<file path="src/rtl/mult_rs.sv">
// Multiply reservation station: holds dispatched multiply ops, wakes their
// sources off the CDB, and issues the oldest fully-ready op to the multiply FU.

// One station slot: operand readiness/values plus the pass-through payload.
module mult_rs_entry #(
  parameter int W    = 8,
  parameter int TAGW = 4,
  parameter int PW   = 28
) (
  input  logic                 clk,
  input  logic                 rst_n,
  input  logic                 clr,
  input  logic                 wr,
  input  logic [1:0]           wr_rdy,
  input  logic [1:0][TAGW-1:0] wr_tag,
  input  logic [1:0][W-1:0]    wr_val,
  input  logic [PW-1:0]        wr_pay,
  input  logic                 cdb_valid,
  input  logic [TAGW-1:0]      cdb_id,
  input  logic [W-1:0]         cdb_val,
  output logic                 valid,
  output logic [1:0]           rdy,
  output logic [1:0][W-1:0]    val,
  output logic [PW-1:0]        pay
);
  logic [1:0][TAGW-1:0] tag;

  // Allocate, wake up from CDB, or retire (issue/flush wins over everything).
  always_ff @(posedge clk or negedge rst_n) begin
    if (!rst_n) begin
      valid <= 1'b0;
      rdy   <= '0;
      tag   <= '0;
      val   <= '0;
      pay   <= '0;
    end else if (clr) begin
      valid <= 1'b0;
    end else if (wr) begin
      valid <= 1'b1;
      pay   <= wr_pay;
      for (int s = 0; s < 2; s++) begin
        tag[s] <= wr_tag[s];
        if (wr_rdy[s]) begin
          rdy[s] <= 1'b1;
          val[s] <= wr_val[s];
        end else if (cdb_valid && wr_tag[s] == cdb_id) begin
          // producer broadcasting in the dispatch cycle: catch it now
          rdy[s] <= 1'b1;
          val[s] <= cdb_val;
        end else begin
          rdy[s] <= 1'b0;
        end
      end
    end else if (valid) begin
      for (int s = 0; s < 2; s++)
        if (!rdy[s] && cdb_valid && tag[s] == cdb_id) begin
          rdy[s] <= 1'b1;
          val[s] <= cdb_val;
        end
    end
  end
endmodule

module mult_rs #(
  parameter int DEPTH = 4,
  parameter int W     = 8,
  parameter int TAGW  = 4,
  localparam int CW   = $clog2(DEPTH) + 1
) (
  input  logic                 clk,
  input  logic                 rst_n,
  input  logic                 flush,
  input  logic                 disp_valid,
  input  logic [7:0]           disp_operand,
  input  logic [1:0]           disp_rdy,
  input  logic [1:0][TAGW-1:0] disp_tag,
  input  logic [1:0][W-1:0]    disp_val,
  input  logic [7:0]           disp_wbs,
  input  logic [7:0]           disp_flags,
  input  logic [3:0]           disp_robid,
  output logic                 disp_full,
  input  logic                 cdb_valid,
  input  logic [TAGW-1:0]      cdb_id,
  input  logic [W-1:0]         cdb_val,
  input  logic                 fu_stall,
  output logic                 input_transmit,
  output logic [7:0]           operand,
  output logic [1:0][W-1:0]    depvals,
  output logic [7:0]           wbs,
  output logic [7:0]           flags,
  output logic [3:0]           robid,
  output logic [CW-1:0]        count
);
  localparam int PW = 28;  // {operand, wbs, flags, robid}

  logic [DEPTH-1:0]                valid, cand, wr, issue_oh, clr;
  logic [DEPTH-1:0][1:0]           rdy;
  logic [DEPTH-1:0][1:0][W-1:0]    val;
  logic [DEPTH-1:0][PW-1:0]        pay;
  logic [DEPTH-1:0][DEPTH-1:0]     older;  // older[i][j]: entry i dispatched before j
  logic                            disp_we, issue_en;

  assign disp_full = &valid;
  assign disp_we   = disp_valid & ~disp_full & ~flush;
  assign cand      = valid & {DEPTH{1'b1}} & {rdy_and()};
  assign issue_en  = (|cand) & ~fu_stall & ~flush;
  assign clr       = issue_oh | {DEPTH{flush}};

  function automatic logic [DEPTH-1:0] rdy_and();
    for (int i = 0; i < DEPTH; i++) rdy_and[i] = &rdy[i];
  endfunction

  // Lowest-index free slot takes the dispatch.
  always_comb begin
    logic found;
    wr    = '0;
    found = 1'b0;
    for (int i = 0; i < DEPTH; i++)
      if (!valid[i] && !found) begin
        wr[i] = disp_we;
        found = 1'b1;
      end
  end

  // Oldest candidate: older than every other candidate.
  always_comb begin
    issue_oh = '0;
    for (int i = 0; i < DEPTH; i++) begin
      issue_oh[i] = cand[i] & issue_en;
      for (int j = 0; j < DEPTH; j++)
        if (j != i && cand[j] && !older[i][j]) issue_oh[i] = 1'b0;
    end
  end

  // Age matrix: a new entry is younger than every entry currently valid.
  always_ff @(posedge clk or negedge rst_n) begin
    if (!rst_n) begin
      older <= '0;
    end else if (flush) begin
      older <= '0;
    end else begin
      for (int k = 0; k < DEPTH; k++)
        for (int j = 0; j < DEPTH; j++)
          if (wr[k]) begin
            older[k][j] <= 1'b0;
            older[j][k] <= valid[j];
          end
    end
  end

  genvar g;
  generate
    for (g = 0; g < DEPTH; g++) begin : g_ent
      mult_rs_entry #(.W(W), .TAGW(TAGW), .PW(PW)) u_ent (
        .clk       (clk),
        .rst_n     (rst_n),
        .clr       (clr[g]),
        .wr        (wr[g]),
        .wr_rdy    (disp_rdy),
        .wr_tag    (disp_tag),
        .wr_val    (disp_val),
        .wr_pay    ({disp_operand, disp_wbs, disp_flags, disp_robid}),
        .cdb_valid (cdb_valid),
        .cdb_id    (cdb_id),
        .cdb_val   (cdb_val),
        .valid     (valid[g]),
        .rdy       (rdy[g]),
        .val       (val[g]),
        .pay       (pay[g])
      );
    end
  endgenerate

  // Issue mux: one-hot OR, all zero when nothing issues.
  always_comb begin
    logic [PW-1:0] p;
    p       = '0;
    depvals = '0;
    for (int i = 0; i < DEPTH; i++)
      if (issue_oh[i]) begin
        p       = p | pay[i];
        depvals = depvals | val[i];
      end
    input_transmit = issue_en;
    {operand, wbs, flags, robid} = p;
  end

  // Occupancy.
  always_comb begin
    count = '0;
    for (int i = 0; i < DEPTH; i++) count = count + CW'(valid[i]);
  end
endmodule
</file>
<file path="config.mk">
export PLATFORM = sky130hd
export DESIGN_NAME = mult_rs
export DESIGN_NICKNAME = d
export VERILOG_FILES = /design/src/rtl/mult_rs.sv
export SDC_FILE = /design/constraint.sdc
export NUM_CORES = 1
export LEC_CHECK = 0
export ABC_AREA = 1
export ABC_CLOCK_PERIOD_IN_PS = 6200
export CAP_MARGIN = 20
export CORE_MARGIN = 4
export CORE_UTILIZATION = 26
export CTS_CLUSTER_DIAMETER = 30
export CTS_CLUSTER_SIZE = 40
export DETAILED_ROUTE_END_ITERATION = 8
export PLACE_DENSITY = 0.43
export SLEW_MARGIN = 20
export SYNTH_ARGS = -nofsm -noshare
export SYNTH_HDL_FRONTEND = slang
export SYNTH_SLANG_ARGS = --single-unit
export TNS_END_PERCENT = 5
</file>
<file path="constraint.sdc">
create_clock -name clk -period 6.2 [get_ports clk]
set_clock_uncertainty 0.1 [all_clocks]
set_input_delay 1.86 -clock clk [delete_from_list [all_inputs] [get_ports clk]]
set_output_delay 1.86 -clock clk [all_outputs]
set_load 0.02 [all_outputs]
</file>
==> results of run 1 <==
-- kinds of logic (layout without fill, tap and decap cells) --
family,Yosys count,after routing,synth area share
adders and majority gates,6,6,0.00698
and+or+nand+nor,801,801,0.307
AOI/OAI and AO/OA,238,238,0.102
xor gates and xnor gates,15,15,0.0111
muxes,16,16,0.0135
buffers and inverters,179,373,0.0682
DFF,232,232,0.491
-- worst reg2reg max path, cell delays in order (launching register included) --
cell	delay (ns)
dfrtp_1	0.50
ha_1	0.27
nand3_2	0.11
nand4_1	0.46
nand2_1	0.22
nand2_1	0.09
inv_1	0.68
nand3_4	0.38
nand2_1	0.15
nand2_1	0.06
-- through the flow --
stage          setup WS (ns)  cell area, µm²  std cells  utilization  total power, µW
2_1_floorplan           1.23           11800       1487            -             2180
5_1_grt             0.000342           16100       2273        0.360             6260
3_5_place_dp          0.0936           13600       2143        0.305             2410
3_3_place_gp          0.0967           13600       2143        0.305             2400
6_report              0.0825           16100       2273        0.360             6000
4_1_cts               0.0894           16100       2273        0.360             6080
-- layout by cell type (no fill, tap or decap), types with 8 or more instances in the layout --
master             n
inv_2              8
mux2i_1           16
nand4_1           69
clkinv_2          15
clkbuf_1          11
inv_1             87
nor2_4             8
clkbuf_8          15
nand2_1          475
xor2_1             8
nor2_1            33
nand3_1          181
clkdlybuf4s50_1  119
dfrtp_1          232
nand3_2            9
o21ai_0          221
buf_4             22
clkbuf_16         72
-- worst max-delay path by stage --
stage | startpoint | endpoint | slack [ns] | cells after the start
final | flush | depvals[1] | 0.08 | 7
after global routing | flush | depvals[1] | 0.0003 | 7
after CTS | flush | depvals[1] | 0.09 | 7
after detailed placement | flush | depvals[1] | 0.09 | 7
after global placement | flush | depvals[1] | 0.1 | 7
after floorplan | flush | depvals[10] | 1.23 | 7
-- routing by layer --
metal	vias up	part of all wire	GRT usage
li1	5251	-	-
met1	5239	0.47	0.236
met2	320	0.46	0.268
met3	72	0.050	0.0355
met4	0	0.024	0.0552
met5	-	0	0
-- cell usage after synthesis, drive strengths merged --
library cell | n | area, µm²
nor2 | 46 | 245
buf | 62 | 367
o211ai | 1 | 7.51
fa | 1 | 20.0
nand4 | 69 | 432
nand3 | 192 | 1030
o21bai | 1 | 7.51
xor2 | 8 | 70.1
mux2i | 16 | 160
nor3 | 3 | 15.0
o21ai | 223 | 1120
clkbuf | 22 | 83.8
a21oi | 6 | 33.8
dfrtp | 232 | 5810
o22ai | 7 | 43.8
ha | 5 | 62.6
xnor2 | 7 | 61.3
inv | 95 | 357
nand2 | 488 | 1890
or2 | 3 | 18.8
-- cell type report --
| type | instances | area, µm² |
|---|---|---|
| Inverter | 95 | 357 |
| Fill cell | 4615 | 28600 |
| Tap cell | 592 | 741 |
| Timing Repair Buffer | 148 | 1490 |
| Sequential cell | 232 | 5810 |
| Clock inverter | 32 | 389 |
| Multi-Input combinational cell | 1076 | 5220 |
| Clock buffer | 98 | 2050 |
-- sequential cells by signal (all words and copies together), names as in the netlist --
| name | count |
|---|---|
| older | 12 |
| g_ent.u_ent.val | 64 |
| g_ent.u_ent.tag | 32 |
| g_ent.u_ent.valid | 4 |
| g_ent.u_ent.pay | 112 |
| g_ent.u_ent.rdy | 8 |
-- where the power goes --
group / leakage (µW) / internal (µW) / switching [µW]
Sequential: 0.00301 / 1740 / 141
Clock: 0.00119 / 2550 / 1060
Combinational: 0.00336 / 191 / 315
==> flow_summary_export.csv, run 1 <==
group,metric,value,unit
global_routing,grt_max_degree,121,
synth,post_synth_num_cell_types,33,
cts,cts-root-buf,"clkbuf_16",
die,io_pins,121,
drt,viasPerCell,4.79,
power,powerDensity,374,nW/µm²
cts,insertion_delay,0.57,ns
sta,fin_tns_setup,0,ns
global_routing,antenna_found_initial,0,
power,leakage,0.00757,µW
global_routing,grt_pass1_vias,11100,
global_routing,grt_usage,0.170,
cts,ctsResizeCount,0,
drt,drtAntennaViolNets,0,
power,ir_worst_vdd,0.190,mV
sta,hold_ws,0.368,ns
layout,syn2layout_area_growth,35.7,%
sta,rsz0062_at_grt,"false",
synth,ys_seq_area_frac,0.491,
setup_path,cp_common_cell,"clkdlybuf4s50_1",
layout,diodes,0,
drt,drcViolationCount,0,
setup_path,worstPathRequired,4.24,ns
sta,finalCritPeriodShare,0.987,
drt,vias,10900,
place,numPortBuffers,120,
setup_path,crit_buf_inv,3,
drt,firstDrtPassIters,5,
setup_path,r2r_cells,9,
cts,cts_max_level,3,
cts,tritoncts,"yes",
worst_hold_path,worstHoldPathCells,2,
status,status,"completed",
sta,tightest_slew,0.971,ns
setup_path,crit_path_top_delay_cell,"clkdlybuf4s50_1",
setup_path,path_class,"in -> out",
layout,drive_above_1_share,0.117,
die,rows,77,
worst_hold_path,hold_end,"g_ent[1].u_ent.val[13]",
sta,fmax,163,MHz
synth,netlist_instances,1487,
sta,finalHoldViolCount,0,
setup_path,cp_top_family,"buffers and inverters",
die,die_h,221,µm
drt,routedWlPerCell,18.6,µm
synth,netlist_area,11800,µm²
synth,avgSynthCellArea,7.95,µm²
cts,hold_buffers,0,
flow_run,maxCapViolations,0,
die,coreArea,44600,µm²
layout,nNetsFinal,1702,
synth,synthesis.nets,1565,
synth,ys_ff_latch,232,
worst_hold_path,hold_path_class,"reg -> reg",
setup_path,crit_path_end_kind,"output pin",
die,dieArea,49000,µm²
setup_path,arrival,4.16,ns
drt,wl,42.3,mm
setup_path,startpoint_type,"input port",
cts,max-clock-path-buffers,3,
setup_path,r2r_end,"g_ent[1].u_ent.val[15]",
sta,setup_viol,0,
sta,drv_slew,0,
synth,synth-warning-count,0,
sta,min_period,6.12,ns
drt,dr.first_iter.drc_count,708,
setup_path,critPathMaxStageDelay,0.62,ns
global_routing,grt_pass1_wl,66.2,mm
worst_hold_path,hp-start,"g_ent[1].u_ent.val[13]",
cts,clk_pin_slew,0.04,ns
setup_path,reg2reg_setup_slack,3.07,ns
setup_path,r2r-start,"g_ent[0].u_ent.valid",
cts,cts_setup_buffers,0,
global_routing,grt_overflow_total,0,
place,gp_congestion,0.862,
sta,max-slew-margin-rel,0.352,
setup_path,critical_path.cell_chain,"clkdlybuf4s50_1, or2_2, nor2_4, buf_12, nand3_1, nand4_1, clkdlybuf4s50_1",
die,initial_core_util,0.265,
place,dp_hpwl,27.2,mm
cts,clock_sinks,232,
setup_path,critPathMaxFanout,71,
die,chipWidth,221,µm
cts,cts_buffers,71,
No activity file was read; power rests on OpenSTA's default activity.
==> run 2, diff against run 1 <==
--- a/config.mk
+++ b/config.mk
@@ -8,12 +8,15 @@
 export ABC_AREA = 1
 export ABC_CLOCK_PERIOD_IN_PS = 6200
 export CAP_MARGIN = 20
+export CELL_PAD_IN_SITES_DETAIL_PLACEMENT = 1
+export CELL_PAD_IN_SITES_GLOBAL_PLACEMENT = 1
+export CORE_ASPECT_RATIO = 0.5
 export CORE_MARGIN = 4
 export CORE_UTILIZATION = 26
 export CTS_CLUSTER_DIAMETER = 30
 export CTS_CLUSTER_SIZE = 40
 export DETAILED_ROUTE_END_ITERATION = 8
-export PLACE_DENSITY = 0.43
+export PLACE_DENSITY = 0.53
 export SLEW_MARGIN = 20
 export SYNTH_ARGS = -nofsm -noshare
 export SYNTH_HDL_FRONTEND = slang
==> run 2 against run 1 <==
  * Worst setup slack improved by 0.010 ns
  * Combinational power increased by 3%
  * Critical endpoint is now flags[3]
  * Sequential share of layout area increased by 2.1 points
  * Hold slack got worse by 0.00066 ns
  * Critical path type unchanged
  * First-iteration DRC count decreased by 17%
  * Highest routed layer unchanged
  * Wire length increased by 2.0%
==> flow_summary_export.csv, run 2 (synthesized netlist as in run 1, its figures left out) <==
group,metric,value,unit
sta,fmax,164,MHz
status,status,"completed",
cts,clk_pin_slew,0.04,ns
worst_hold_path,hold_path_class,"reg -> reg",
global_routing,grt_max_degree,144,
layout,final_cell_mix,"nand2_1, dfrtp_1, o21ai_0, nand3_1, clkdlybuf4s50_1",
power,seq_power_share,0.385,
drt,routedWlPerCell,19.5,µm
die,io_pins,121,
power,switchingPower,1340,µW
power,comb_power_share,0.107,
setup_path,r2r-start,"g_ent[0].u_ent.rdy[0]",
cts,cts_max_level,2,
layout,drive_above_1_share,0.0951,
drt,drcViolationCount,0,
cts,insertion_delay,0.54,ns
layout,largest-register,"g_ent.u_ent.pay",
die,coreArea,44300,µm²
drt,wl,43.2,mm
power,switching_share,0.275,
place,placed_cell_area,13600,µm²
power,powerDensity,321,nW/µm²
drt,viasPerCell,4.84,
sta,hold_ws,0.368,ns
power,total_power,4880,µW
drt,dr.first_iter.drc_count,591,
global_routing,antenna_found_initial,0,
drt,vias,10700,
cts,cts_buffers,45,
global_routing,grt_usage,0.176,
place,pre_cts_slack,0.0793,ns
place,numPortBuffers,120,
setup_path,path_class,"in -> out",
layout,postLayoutCellArea,15200,µm²
sta,drv_slew,0,
sta,setup_slack,0.0926,ns
sta,finalHoldViolCount,0,
sta,setup_viol,0,
die,die_h,159,µm
setup_path,r2r_cells,12,
sta,min_period,6.11,ns
cts,clock_sinks,232,
die,rows,54,
setup_path,r2r_end,"g_ent[1].u_ent.val[13]",
setup_path,worstPathRequired,4.24,ns
sta,tightest_slew,0.947,ns
power,p_int,3540,µW
setup_path,crit_path_end_kind,"output pin",
power,ir_worst_vdd,0.155,mV
flow_run,maxCapViolations,0,
cts,max-clock-path-buffers,3,
layout,syn2layout_area_growth,28.3,%
layout,reg.largest.list,"g_ent.u_ent.pay: 112 flops, g_ent.u_ent.val: 64 flops, g_ent.u_ent.tag: 32 flops",
setup_path,reg2reg_setup_slack,3.08,ns
die,chipWidth,310,µm
global_routing,grt_pass1_wl,68.9,mm
sta,finalCritPeriodShare,0.985,
sta,max-slew-margin-rel,0.368,
global_routing,grt_pass1_vias,11600,
layout,nNetsFinal,1674,
power,clkPwrFrac,0.508,
drt,drtAntennaViolNets,0,
cts,tritoncts,"yes",
setup_path,arrival,4.15,ns
die,initial_core_util,0.267,
place,gp_congestion,0.830,
setup_path,critPathMaxFanout,33,
cts,cts-root-buf,"clkbuf_16",
setup_path,crit_end,"flags[3]",
layout,final_common_cell,"nand2_1",
layout,diodes,0,
setup_path,startpoint_type,"input port",
sta,fin_tns_setup,0,ns
sta,rsz0062_at_grt,"false",
power,leakage,0.00718,µW
drt,firstDrtPassIters,7,
setup_path,crit_start,"flush",
layout,largest_reg_flops,112,
global_routing,grt_overflow_total,0,
die,dieArea,49200,µm²
cts,cts_setup_buffers,0,
place,dp_hpwl,28.6,mm
run 2: timing repair:
action | CTS | global route
resized for setup | 0 | 5
hold endpoints to repair | 0 | 0
hold buffers | 0 | 0
setup endpoints to repair | 0 | 4
run 2: worst max-delay path: stages:
cell,delay [ns]
clkdlybuf4s50_1,0.43
or2_2,0.35
nor2_4,0.18
buf_12,0.20
buf_12,0.20
nand3_1,0.10
nand4_1,0.16
clkdlybuf4s50_1,0.62
run 2: final cells by class:
type	instances	area, µm²
fill	5223	29100
sequential	232	5810
multi-input combinational	1076	5220
timing repair buffer	146	1520
clock buffer	51	1200
tap	588	736
inverter	95	357
clock inverter	30	344
run 2: metal layers:
metal | GRT usage | share of wire | wire (µm)
met1 | 0.246 | 0.48 | 20600
met4 | 0.0445 | 0.022 | 931
met5 | 0 | 0 | 0
met3 | 0.0289 | 0.038 | 1620
met2 | 0.285 | 0.46 | 20000
run 2: through the flow:
| stage | utilization | instances |
|---|---|---|
| after floorplan | - | 1487 |
| after global placement | 0.308 | 2137 |
| after detailed placement | 0.308 | 2137 |
| after CTS | 0.343 | 2218 |
| after global routing | 0.343 | 2218 |
| final | 0.343 | 2218 |
run 2: power by group through the flow:
stage | Combinational, µW | Clock, µW | Sequential (µW)
final | 520 | 2480 | 1880
after global routing | 602 | 2630 | 1910
after CTS | 529 | 2540 | 1880
after detailed placement | 526 | 0 | 1900
after global placement | 507 | 0 | 1890
after floorplan | 326 | 0 | 1850
run 2: how the worst min path moves through the flow:
stage,start,endpoint,slack (ns),cells after the start
final,g_ent[2].u_ent.val[11],g_ent[2].u_ent.val[11],0.37,2
after global routing,g_ent[3].u_ent.val[15],g_ent[3].u_ent.val[15],0.39,2
after detailed placement,g_ent[2].u_ent.val[11],g_ent[2].u_ent.val[11],0.36,2
after global placement,g_ent[1].u_ent.val[6],g_ent[1].u_ent.val[6],0.36,2
after CTS,g_ent[2].u_ent.val[11],g_ent[2].u_ent.val[11],0.37,2
after floorplan,g_ent[0].u_ent.val[0],g_ent[0].u_ent.val[0],0.34,2
==> run 3, diff against run 2 <==
--- a/config.mk
+++ b/config.mk
@@ -16,7 +16,9 @@
 export CTS_CLUSTER_DIAMETER = 30
 export CTS_CLUSTER_SIZE = 40
 export DETAILED_ROUTE_END_ITERATION = 8
-export PLACE_DENSITY = 0.53
+export PLACE_DENSITY = 0.5
+export REMOVE_ABC_BUFFERS = 1
+export SKIP_LAST_GASP = 1
 export SLEW_MARGIN = 20
 export SYNTH_ARGS = -nofsm -noshare
 export SYNTH_HDL_FRONTEND = slang
==> run 3 against run 2 <==
  * Power increased by 6.7%
  * Non-clock buffer count is 9 higher
  * Wire length up 4.7%
  * Die area stayed put
  * Sequential cell count unchanged
  * Global-route usage increased by 0.78 points
  * Sequential power about the same
  * Sequential share of layout area shrank 0.68 points
  * Clock-buffer cell count grew 12
  * Highest routed layer unchanged
==> flow_summary_export.csv, run 3 (synthesized netlist as in run 1, its figures left out) <==
group,metric,value,unit
status,status,"completed",
cts,tritoncts,"yes",
place,placed_cells,2146,
drt,drcViolationCount,0,
global_routing,grt_max_degree,78,
worst_hold_path,hold_end,"g_ent[2].u_ent.val[14]",
die,initial_core_util,0.267,
die,dieArea,49200,µm²
drt,vias,10800,
die,coreArea,44300,µm²
layout,largest_reg_flops,112,
sta,rsz0062_at_grt,"true",
sta,min_period,6.09,ns
layout,diodes,0,
power,seq_power_share,0.362,
setup_path,path_class,"in -> out",
power,ir_worst_vdd,0.206,mV
sta,fmax,164,MHz
cts,clock_sinks,232,
flow_run,maxCapViolations,0,
drt,firstDrtPassIters,5,
sta,setup_slack,0.112,ns
setup_path,crit_path_end_kind,"output pin",
die,chipWidth,310,µm
place,dp_hpwl,30.2,mm
cts,cts_max_level,2,
place,pre_cts_slack,0.0796,ns
worst_hold_path,hp-start,"g_ent[2].u_ent.val[14]",
cts,cts-root-buf,"clkbuf_16",
sta,drv_slew,0,
power,p_int,3840,µW
drt,dr.first_iter.drc_count,674,
layout,nNetsFinal,1687,
global_routing,grt_pass1_wl,70.4,mm
layout,postLayoutCellArea,15400,µm²
drt,viasPerCell,4.81,
cts,max-clock-path-buffers,3,
setup_path,r2r_cells,6,
setup_path,reg2reg_setup_slack,3.24,ns
global_routing,grt_usage,0.184,
drt,drtAntennaViolNets,0,
drt,routedWlPerCell,20.2,µm
power,powerDensity,337,nW/µm²
layout,drive_above_1_share,0.102,
power,clkPwrFrac,0.537,
setup_path,startpoint_type,"input port",
cts,cts_buffers,49,
global_routing,antenna_found_initial,0,
sta,finalHoldViolCount,0,
power,switchingPower,1370,µW
setup_path,arrival,4.13,ns
die,io_pins,121,
die,rows,54,
setup_path,critPathMaxFanout,29,
global_routing,grt_overflow_total,0,
layout,final_common_cell,"nand2_1",
setup_path,r2r-start,"g_ent[0].u_ent.valid",
cts,insertion_delay,0.56,ns
drt,wl,45.2,mm
layout,final_cell_mix,"nand2_1, dfrtp_1, o21ai_0, nand3_1, clkdlybuf4s50_1",
cts,clk_pin_slew,0.04,ns
die,die_h,159,µm
setup_path,crit_start,"flush",
place,placed_cell_area,13700,µm²
cts,cts_setup_buffers,0,
layout,reg.largest.list,"g_ent.u_ent.pay: 112 flops, g_ent.u_ent.val: 64 flops, g_ent.u_ent.tag: 32 flops",
layout,final_core_util,0.349,
sta,tightest_slew,0.946,ns
sta,finalCritPeriodShare,0.982,
power,total_power,5200,µW
place,gp_congestion,0.774,
layout,finalNonFillerCells,2236,
power,comb_power_share,0.101,
setup_path,worstPathRequired,4.24,ns
layout,syn2layout_area_growth,30.6,%
worst_hold_path,worstHoldPathCells,2,
sta,max-slew-margin-rel,0.367,
power,switching_share,0.263,
worst_hold_path,hold_path_class,"reg -> reg",
global_routing,grt_pass1_vias,11700,
setup_path,r2r_end,"g_ent[2].u_ent.rdy[1]",
place,numPortBuffers,120,
power,leakage,0.00729,µW
layout,largest-register,"g_ent.u_ent.pay",
sta,setup_viol,0,
==> run 3: changes by cell type in the layout (fill, tap and decap cells not counted), sizes merged <==
cell,change
bufinv,+4
clkinvlp,-4
inv,-5
buf,+9
clkbuf,+12
clkinv,+2
dlymetal6s2s,-3
clkdlybuf4s50,+3
==> run 3: worst max path at each step <==
stage                       end  slack (ns)
CTS                 depvals[14]        0.03
global route           robid[1]       -0.01
finish                   wbs[2]        0.11
detailed placement  depvals[14]        0.08
global placement    depvals[14]        0.05
floorplan            depvals[0]       -0.35
==> run 3: layout make-up <==
class | count | area, µm²
fill | 5200 | 28800
sequential | 232 | 5810
multi-input combinational | 1076 | 5220
timing repair buffer | 155 | 1580
clock buffer | 63 | 1350
tap | 588 | 736
clock inverter | 27 | 400
inverter | 95 | 357
==> run 3: worst max-delay path, cell delays in order <==
cell and delay (ns):
clkdlybuf4s50_1 0.42, or2_2 0.34, nor2_4 0.24, nand2_1 0.10, inv_2 0.11, buf_12 0.22
nand2_1 0.08, nand4_1 0.12, clkdlybuf4s50_1 0.62
==> run 3: power by group through the flow <==
stage / Sequential [µW] / Clock (µW) / Combinational [µW]
after floorplan: 1850 / 0 / 305
after global placement: 1900 / 0 / 515
after detailed placement: 1900 / 0 / 534
after CTS: 1890 / 2870 / 536
after global routing: 1910 / 2950 / 605
final: 1880 / 2800 / 523
==> run 3: per-layer routing <==
metal  GRT usage  vias to the layer above  wire, µm
met4      0.0390                        0       770
met3      0.0285                       58      1340
met1       0.251                     5349     21600
met2       0.310                      138     21500
met5           0                        -         0
li1            -                     5208         -
==> run 3: timing repair <==
item / in CTS / in global routing
endpoints found under the setup margin: 0 / 5
hold buffers: 0 / 0
endpoints found under the hold margin: 0 / 0
gates resized for setup: 0 / 1
==> run 3: per-stage QoR <==
step	hold slack [ns]	TNS, ns
CTS	0.372	0
detailed placement	0.362	0
floorplan	0.342	-15.34
global route	0.398	-0.0295
global placement	0.355	0
finish	0.373	0
==> variant, RTL diff (config.mk and constraints of run 2) <==
Set the parameter `DEPTH` to 2 (it was 4).
--- a/src/rtl/mult_rs.sv
+++ b/src/rtl/mult_rs.sv
@@ -62,7 +62,7 @@
 endmodule
 
 module mult_rs #(
-  parameter int DEPTH = 4,
+  parameter int DEPTH = 2,
   parameter int W     = 8,
   parameter int TAGW  = 4,
   localparam int CW   = $clog2(DEPTH) + 1
Interface: changed (resized count); port bits go from 121 to 120. The function was not compared with the original's and may differ.
==> variant against run 2 <==
Die area fell by 48%. Register-to-register slack improved by 290 ps. Final area is 49% lower. Worst setup slack improved by 120 ps. Via count fell by 49%. Area after synthesis fell by 49%. Power fell by 56%. Routed wire length down 53%. Sequential cell count down 120. Sequential share of layout area decreased by 2.4 points. Synthesized cell count decreased by 47%.
==> variant: results (changes against run 2) <==
Global route
  – First-pass GRT wire length: 32.7 mm (-53%)
  – Via count of the first global-routing pass: 5891 (-49%)
  – Total global-route track usage: 16.1% (-1.5 points)
  – Antenna violations before repair: 0 (unchanged)
  – Largest net degree at the start of global routing: 76 (-47%)

Place
  – Placed cells: 1182 (-45%)
  – Buffers added on ports: 119 (-0.83%)
  – Placed cell areas: 7450 um2 (-45%)
  – Final HPWL from detailed placement: 13.9 mm (-51%)
  – Routability-driven placement congestion ratio: 0.767 (-7.6%)

Synthesis
  – Largest cells by area after synthesis: sky130_fd_sc_hd__dfrtp_1, sky130_fd_sc_hd__nand2_1, sky130_fd_sc_hd__o21ai_0, sky130_fd_sc_hd__inv_1, sky130_fd_sc_hd__nand3_1
  – Count of unique library cells instantiated by Yosys: 29 (-12%)
  – Instance count of the mapped netlist: 795 (-47%)
  – Synth top cells by count: sky130_fd_sc_hd__nand2_1, sky130_fd_sc_hd__o21ai_0, sky130_fd_sc_hd__dfrtp_1
  – Async set-or-reset flop fraction in the synthesized netlist: 100% (unchanged)
  – Yosys warnings: 0 (unchanged)
  – Part of the Yosys area used for sequential elements: 46.7% (-2.4 points)
  – Most common flop cell mapped by yosys: sky130_fd_sc_hd__dfrtp_1
  – Post-Synthesis Net Count: 869 (-44%)

Pwr
  – Switching Power: 0.674 mW (-50%)
  – Leakage power total: 3.65 nW (-49%)
  – Worst vdd ir: 121 uV (-22%)

Clocking
  – Clock-pin slew on the worst setup and hold paths: 70 ps (+30 ps)
  – CTS Buf Count: 9 (-80%)
  – Buffers from clock root to sink, at most: 2 (-1)
  – Cell at the root of the clock tree: sky130_fd_sc_hd__clkbuf_16
  – Insertion delay to the later sink of the worst-skew pair: 360 ps (-180 ps)
  – # Post-CTS Setup Buffers: 0 (unchanged)
  – Max H-tree Level: 3 (+1)

Routing
  – First-iteration detailed-routing DRC count: 262 (-56%)
  – Number of vias after detailed routing: 5497 (-49%)
  – Vias per Instance: 4.58 (-5.3%)
  – First-pass DRT Iterations: 5 (-2)
  – Average detailed-routed wire length per instance: 17.1 um (-12%)

STA
  – Slew margin rel.: 32.4% (-4.3 points)

Final layout
  – Ant. Diodes: 0 (unchanged)
  – Biggest registers after layout: g_ent.u_ent.pay (56), g_ent.u_ent.val (32), g_ent.u_ent.tag (16)
  – Nets: 968 (-42%)
  – Ratio of cells with drive above 1 in the final layout: 7.79% (-1.7 points)

Status
  – Result of the run: completed

Worst hold path
  – Tightest Hold Check Type: flop to flop

Worst setup path
  – Crit path arrival time: 4030 ps (-120 ps)
  – Maximum fanout encountered on the critical timing path: 13 (-61%)
[variant: cell count changes in the layout (fill, tap and decap cells not counted), moves of 17 or more]
cell and change:
sky130_fd_sc_hd__nor2_1 -17, sky130_fd_sc_hd__dfrtp_1 -120, sky130_fd_sc_hd__nand2_1 -271, sky130_fd_sc_hd__o21ai_1 +41, sky130_fd_sc_hd__o21ai_0 -88, sky130_fd_sc_hd__clkbuf_16 -37
sky130_fd_sc_hd__inv_1 +17, sky130_fd_sc_hd__nand3_1 -121, sky130_fd_sc_hd__nand4_1 -43
[variant: area by class of cell]
cell class | instances | area (um2)
fill | 2665 | 14300
inverter | 113 | 424
clock buffer | 10 | 239
clock inverter | 6 | 97.6
multi-input combinational | 532 | 2600
timing repair buffer | 126 | 1270
tap | 300 | 375
sequential | 112 | 2800
[variant: metrics by stage]
step                      util, %  setup WS, ps
after floorplan                 -          1270
after global placement       33.6           219
after detailed placement     33.6           144
after CTS                    35.2           120
after global routing         35.3          99.1
final                        35.3           211
[variant: critical path: stages]
cell                              delay [ps]
sky130_fd_sc_hd__clkdlybuf4s50_1         450
sky130_fd_sc_hd__inv_2                   120
sky130_fd_sc_hd__nand2_2                 110
sky130_fd_sc_hd__nor2_4                  200
sky130_fd_sc_hd__o21ai_2                 320
sky130_fd_sc_hd__o21ai_0                 320
sky130_fd_sc_hd__clkdlybuf4s50_1         650
[variant: power groups by stage]
stage	logic, mW	registers [mW]	clock network (mW)
floorplan	0.294	0.998	0
global placement	0.445	1.03	0
detailed placement	0.453	1.03	0
CTS	0.456	1.02	0.700
global route	0.527	1.04	0.726
finish	0.447	1.01	0.673
[variant: cells by family (layout without fill, tap and decap cells)]
logic type	Yosys count	count (layout)	share of synthesized area (%)
simple gates	342	342	26.6
flops	112	112	46.7
compound gates	184	185	15.6
xor+xnor	3	3	0.438
buf+inv	152	255	10.2
fa+ha+maj	2	2	0.417
[variant: timing repair]
action                                  in CTS  in global routing
endpoints found under the hold margin        0                  0
endpoints found under the setup margin       0                  7
resized for setup                            0                  4
[variant: worst paths after layout]
check	startpoint	slack (ps)	cells past startpoint	to
worst max-delay path	flush	210	7	depvals[1]
worst max register to register	g_ent[0].u_ent.valid	3370	7	g_ent[1].u_ent.val[3]
worst min-delay path	g_ent[0].u_ent.val[6]	380	2	g_ent[0].u_ent.val[6]
max in group asynchronous	rst_n	3510	2	g_ent[1].u_ent.pay[24]
worst min register to register	g_ent[0].u_ent.val[6]	380	2	g_ent[0].u_ent.val[6]
min in group asynchronous	rst_n	1420	1	g_ent[1].u_ent.pay[17]
[variant: per-layer routing]
layer	vias to the layer above	global-route usage (%)	wire length [um]
li1	2775	-	-
met1	2631	21.9	10200
met2	80	27.3	9410
met3	11	3.39	643
met4	0	2.95	169
met5	-	0	0
